===== src/rtl/pc_unit.sv =====
// -----------------------------------------------------------------------------
// pc_unit -- fetch-stage program-counter unit.
//
// Holds the PC and picks the next PC from (highest priority first):
// exception, exception return, branch, return (RAS pop), call (RAS push),
// and sequential advance. A circular return-address stack serves call/return,
// and an EPC register captures the PC at which an exception was taken.
//
// Ports:
//   clk            rising-edge clock
//   rst_n          asynchronous active-low reset
//   pc_write       advance enable (0 = stall; exceptions still act)
//   exc_valid      take exception
//   eret_valid     return from exception
//   branch_valid   taken branch / jump redirect to branch_target
//   branch_target  redirect address
//   call_valid     jump to call_target and push the return address
//   call_target    call destination
//   ret_valid      return: pop the RAS
//   pc_out         current PC (registered)
//   pc_plus        pc_out + INSTR_BYTES (combinational, wraps)
//   epc_out        saved exception PC (registered)
//   ras_count      number of valid RAS entries
//   ras_underflow  one-cycle pulse after a return taken with an empty RAS
// -----------------------------------------------------------------------------
module pc_unit #(
   parameter int                 ADDR_W      = 32,
   parameter logic [ADDR_W-1:0]  RESET_VEC   = '0,
   parameter logic [ADDR_W-1:0]  EXC_VEC     = ADDR_W'(32'h0000_0008),
   parameter int                 INSTR_BYTES = 4,
   parameter int                 RAS_DEPTH   = 4
) (
   input  logic                             clk,
   input  logic                             rst_n,
   input  logic                             pc_write,
   input  logic                             exc_valid,
   input  logic                             eret_valid,
   input  logic                             branch_valid,
   input  logic [ADDR_W-1:0]                branch_target,
   input  logic                             call_valid,
   input  logic [ADDR_W-1:0]                call_target,
   input  logic                             ret_valid,
   output logic [ADDR_W-1:0]                pc_out,
   output logic [ADDR_W-1:0]                pc_plus,
   output logic [ADDR_W-1:0]                epc_out,
   output logic [$clog2(RAS_DEPTH+1)-1:0]   ras_count,
   output logic                             ras_underflow
);

   localparam int PTR_W = $clog2(RAS_DEPTH);
   localparam int CNT_W = $clog2(RAS_DEPTH+1);

   // Clears the low log2(INSTR_BYTES) bits of redirect targets.
   localparam logic [ADDR_W-1:0] ALIGN_MASK =
      ~(ADDR_W'(INSTR_BYTES) - ADDR_W'(1));

   logic [ADDR_W-1:0] pc_q,  pc_d;
   logic [ADDR_W-1:0] epc_q, epc_d;
   logic [PTR_W-1:0]  top_q, top_d;
   logic [CNT_W-1:0]  cnt_q, cnt_d;
   logic              uf_q,  uf_d;
   logic              push;
   logic [ADDR_W-1:0] ras_q [RAS_DEPTH];

   // Wraps modulo 2^ADDR_W; carry is intentionally dropped.
   assign pc_plus = pc_q + ADDR_W'(INSTR_BYTES);

   always_comb begin
      pc_d  = pc_q;
      epc_d = epc_q;
      top_d = top_q;
      cnt_d = cnt_q;
      uf_d  = 1'b0;
      push  = 1'b0;
      if (exc_valid) begin
         // Exceptions bypass the stall and leave the RAS untouched.
         pc_d  = EXC_VEC & ALIGN_MASK;
         epc_d = pc_q;
      end else if (pc_write) begin
         if (eret_valid) begin
            pc_d = epc_q;
         end else if (branch_valid) begin
            pc_d = branch_target & ALIGN_MASK;
         end else if (ret_valid) begin
            if (cnt_q != '0) begin
               pc_d  = ras_q[top_q];
               top_d = top_q - PTR_W'(1);
               cnt_d = cnt_q - CNT_W'(1);
            end else begin
               pc_d = pc_plus;
               uf_d = 1'b1;
            end
         end else if (call_valid) begin
            pc_d  = call_target & ALIGN_MASK;
            top_d = top_q + PTR_W'(1);
            push  = 1'b1;
            // When full, the push overwrites the oldest entry; count saturates.
            if (cnt_q != CNT_W'(RAS_DEPTH)) begin
               cnt_d = cnt_q + CNT_W'(1);
            end
         end else begin
            pc_d = pc_plus;
         end
      end
   end

   always_ff @(posedge clk or negedge rst_n) begin
      if (!rst_n) begin
         pc_q  <= RESET_VEC;
         epc_q <= '0;
         top_q <= '0;
         cnt_q <= '0;
         uf_q  <= 1'b0;
         for (int i = 0; i < RAS_DEPTH; i++) begin
            ras_q[i] <= '0;
         end
      end else begin
         pc_q  <= pc_d;
         epc_q <= epc_d;
         top_q <= top_d;
         cnt_q <= cnt_d;
         uf_q  <= uf_d;
         if (push) begin
            ras_q[top_d] <= pc_plus;
         end
      end
   end

   assign pc_out        = pc_q;
   assign epc_out       = epc_q;
   assign ras_count     = cnt_q;
   assign ras_underflow = uf_q;

endmodule


===== config.mk =====
export PLATFORM = sky130hd
export DESIGN_NAME = pc_unit
export DESIGN_NICKNAME = d
export VERILOG_FILES = /design/src/rtl/pc_unit.sv
export SDC_FILE = /design/constraint.sdc
export NUM_CORES = 1
export LEC_CHECK = 0
export BUFFER_PORTS_ARGS = -buffer_cell sky130_fd_sc_hd__buf_2
export CORE_AREA = 2 2 172 191
export DETAILED_ROUTE_END_ITERATION = 8
export DIE_AREA = 0 0 174 193
export GPL_ROUTABILITY_DRIVEN = 0
export PLACE_DENSITY = 0.62
export SLEW_MARGIN = 20
export SYNTH_ARGS = -nofsm -noshare
export SYNTH_HDL_FRONTEND = slang
export SYNTH_SLANG_ARGS = --single-unit

===== constraint.sdc =====
create_clock -name clk -period 2.8 [get_ports clk]
set_input_delay 0.14 -clock clk [delete_from_list [all_inputs] [get_ports clk]]
set_output_delay 0.14 -clock clk [all_outputs]
set_load 0.02 [all_outputs]

==> out/metrics.yaml <==
sta:
  setup_tns_ns: 0
  setup_viol: 0
  min_period_ns: 2.726
  finalHoldViolCount: 0
  finalMaxSlewViolations: 0
  finalClockSkew_ns: 0.009970
  finalHoldWorstSlack_ns: 0.03410
  fin_crit_sh_pct: 97.35
  slew_headroom_pct: 46.71
  rsz0062_at_grt: "yes"
  fmaxAchievable_mhz: 366.9
  tightest_slew_ns: 0.7994
detailed_routing:
  wl_per_cell_um: 20.12
  drt_first_pass_iters: 5
  ant_nets: 0
  drt_wl_total_um: 32360
  drt_iter0_drc: 747
  drcViolationCount: 0
  via_per_inst: 5.413
  vias: 8704
logic_synthesis:
  synth_nets: 1091
  async_flop_share_pct: 100.0
  synth_area_um2: 10290
  synth-seq-area-share_pct: 48.16
  synth_top_cell_by_area: "dfrtp_1"
  synth_edf_count: 0
  ys_seq_elements: 198
  synthFlopType: "dfrtp_1"
  synth_area_leaders: "dfrtp_1 (48%), mux4_2 (7.0%), o21ai_0 (6.6%)"
  synthDistinctLibCells: 70
  synth_top_area_share_pct: 48.16
  syn_inst: 1017
  yosysWarnings: 0
  syn-mean-instance-area_um2: 10.12
grt:
  grt_antenna_before_repair: 0
  grt_max_degree: 94
  grt.overflow.total: 0
  grt_pass1_vias: 8723
  grt_usage_pct: 19.59
  grt_pass1_wl_um: 50470
layout:
  diodes: 0
  drive_above_1_share_pct: 31.22
  nets: 1244
  syn2layout_area_growth_pct: 20.35
  fillers: 3197
critical_path:
  r2r_slack_ns: 0.43
  worstSetupPathType: "reg2out"
  r2r-start: "ras_count[2]"
  slowest_stage: "or4_4"
  path_max_fanout: 9
  startpoint_type: "flip-flop"
  crit_start: "pc_out[7]"
  cp_data_arrival_time_ns: 2.59
  r2r_cells: 6
  cp-endpoint: "pc_plus[21]"
  crit_chain: "nand3_4, or4_4, o31a_1, nor2_4, inv_1, buf_2"
  slowest_delay_ns: 0.66
  crit_path_end_kind: "output pin"
  r2r-end: "pc_out[29]"
  cp_data_required_time_ns: 2.66
die:
  initial_core_util_pct: 32.38
  die_w_um: 174
  rows: 69
  ios: 172
  die-area_um2: 33580
  die_h_um: 193
  core_region_area_um2: 31770
clock_tree:
  cts_root_buf: "clkbuf_16"
  clock_latency_ns: 0.45
  tritoncts: "yes"
  clockBufferDepth: 2
  path_clk_slew_ns: 0.07
  cts_sinks: 198
  cts_made_buffers: 17
  cts_htree_levels: 4
min_path:
  hold_path_class: "in2reg"
  hold_start: "branch_target[2]"
status:
  outcome: "completed"
placement:
  hpwlAfterDp_um: 23230
  port_buffers: 167
job:
  cap_viol_max_count: 0
power:
  total_power_mw: 8.274
  vdd_drop_max_mv: 0.3132
  leakage_nw: 5.640
  powerDensity_nw_per_um2: 668.2
==> timing repair <==
| item | 4_1_cts | 5_1_grt |
|---|---|---|
| hold buffers | 2 | 0 |
| hold endpoints to repair | 90 | 0 |
| resized for setup | 11 | 12 |
| setup endpoints to repair | 12 | 10 |
| buffers inserted | 3 | 0 |
| pin swaps | 1 | 1 |
==> cells by family after synthesis <==
logic type,count (synthesis),share of synthesized area (%)
AOI/OAI and AO/OA,282,16.83
xor gates and xnor gates,28,2.384
adders and majority gates,2,0.3162
buffers and inverters,129,5.691
DFF,198,48.16
muxes,72,11.38
and+or+nand+nor,306,15.24
==> synth_stat cells, drive strengths merged (22+ instances only) <==
cell and instances:
dfrtp 198, nand2 149, o21ai 149, clkbuf 46, inv 42, buf 40, mux2 40, nor2 35
mux4 32, a21oi 27, nor3 25, nand3 22
==> sequential cells by signal, summed over array words and instances, names as in the netlist <==
register	flops
top_q	2
ras_count	3
pc_out	32
ras_q	128
ras_underflow	1
epc_out	32
==> critical path, delay by kind of cell (launching register included) <==
family,cells,cell delay [ns]
and+or+nand+nor,3,1.05
DFF,1,0.48
AOI/OAI and AO/OA,1,0.32
buffers and inverters,2,0.28
==> report_power, final <==
| group | internal, mW | leakage [nW] | switching (mW) |
|---|---|---|---|
| Combinational | 0.941 | 2.70 | 1.34 |
| Clock | 1.26 | 0.270 | 1.12 |
| Sequential | 3.22 | 2.67 | 0.400 |
| Total | 5.42 | 5.64 | 2.85 |
==> metrics by stage <==
step / instances / cell area, um^2 / util (%) / setup slack [ns]
after global placement: 1572 / 11670 / 36.73 / 0.3706
final: 1608 / 12380 / 38.97 / 0.07416
after global routing: 1608 / 12380 / 38.97 / -0.04020
after floorplan: 1017 / 10290 / - / 0.6363
after CTS: 1608 / 12310 / 38.74 / 0.003079
after detailed placement: 1572 / 11670 / 36.73 / 0.3625
==> per-layer routing <==
| metal | track usage, % | up-vias | routed length [um] |
|---|---|---|---|
| met4 | 9.050 | 0 | 1302 |
| li1 | - | 3985 | - |
| met2 | 31.60 | 332 | 14990 |
| met1 | 25.99 | 4315 | 14100 |
| met3 | 3.294 | 72 | 1967 |
| met5 | 0 | - | 0 |
==> worst min-delay path by stage <==
| stage | end | depth (start not counted) | slack, ns |
|---|---|---|---|
| finish | pc_out[2] | 3 | 0.03 |
| global route | ras_underflow | 3 | 0.04 |
| CTS | ras_underflow | 3 | 0.01 |
| detailed placement | ras_q[96] | 1 | 0.28 |
| global placement | ras_q[32] | 1 | 0.27 |
| floorplan | epc_out[0] | 0 | -0.16 |
==> cells in the final DEF, fill, tap and decap left out, types with 6 or more instances in the layout <==
master     Yosys  final
nor2_1        33     32
mux4_2        32     32
nand2b_1       8      7
o221ai_1      16     16
clkbuf_16      0     17
buf_4          6     47
o22ai_1       14     14
buf_2         19    166
dfrtp_1      198    192
dfrtp_2        0      6
xnor2_1       20     18
o21ai_1       14     14
a21oi_1       27     27
mux2_2        39     39
nand2_1      149    148
nand4_1       13     13
o21ai_0      135    135
nor2b_1        7      6
inv_1         42     42
a22oi_1       13     13
nor4_1        15     11
nor3_1        22     22
nand3_1       19     19
a211oi_1      12     12
o21bai_1       6      6
==> layout make-up <==
cell class / instances / area (um^2) / share of cell area, %
Sequential cell: 198 / 4962 / 40.08
Inverter: 43 / 161.4 / 1.304
Clock inverter: 10 / 98.84 / 0.7983
Clock buffer: 21 / 450.4 / 3.638
Multi-Input combinational cell: 690 / 4878 / 39.40
Tap cell: 426 / 533.0 / 4.305
Timing Repair Buffer: 220 / 1297 / 10.48
No activity file was read; power rests on OpenSTA's default activity.
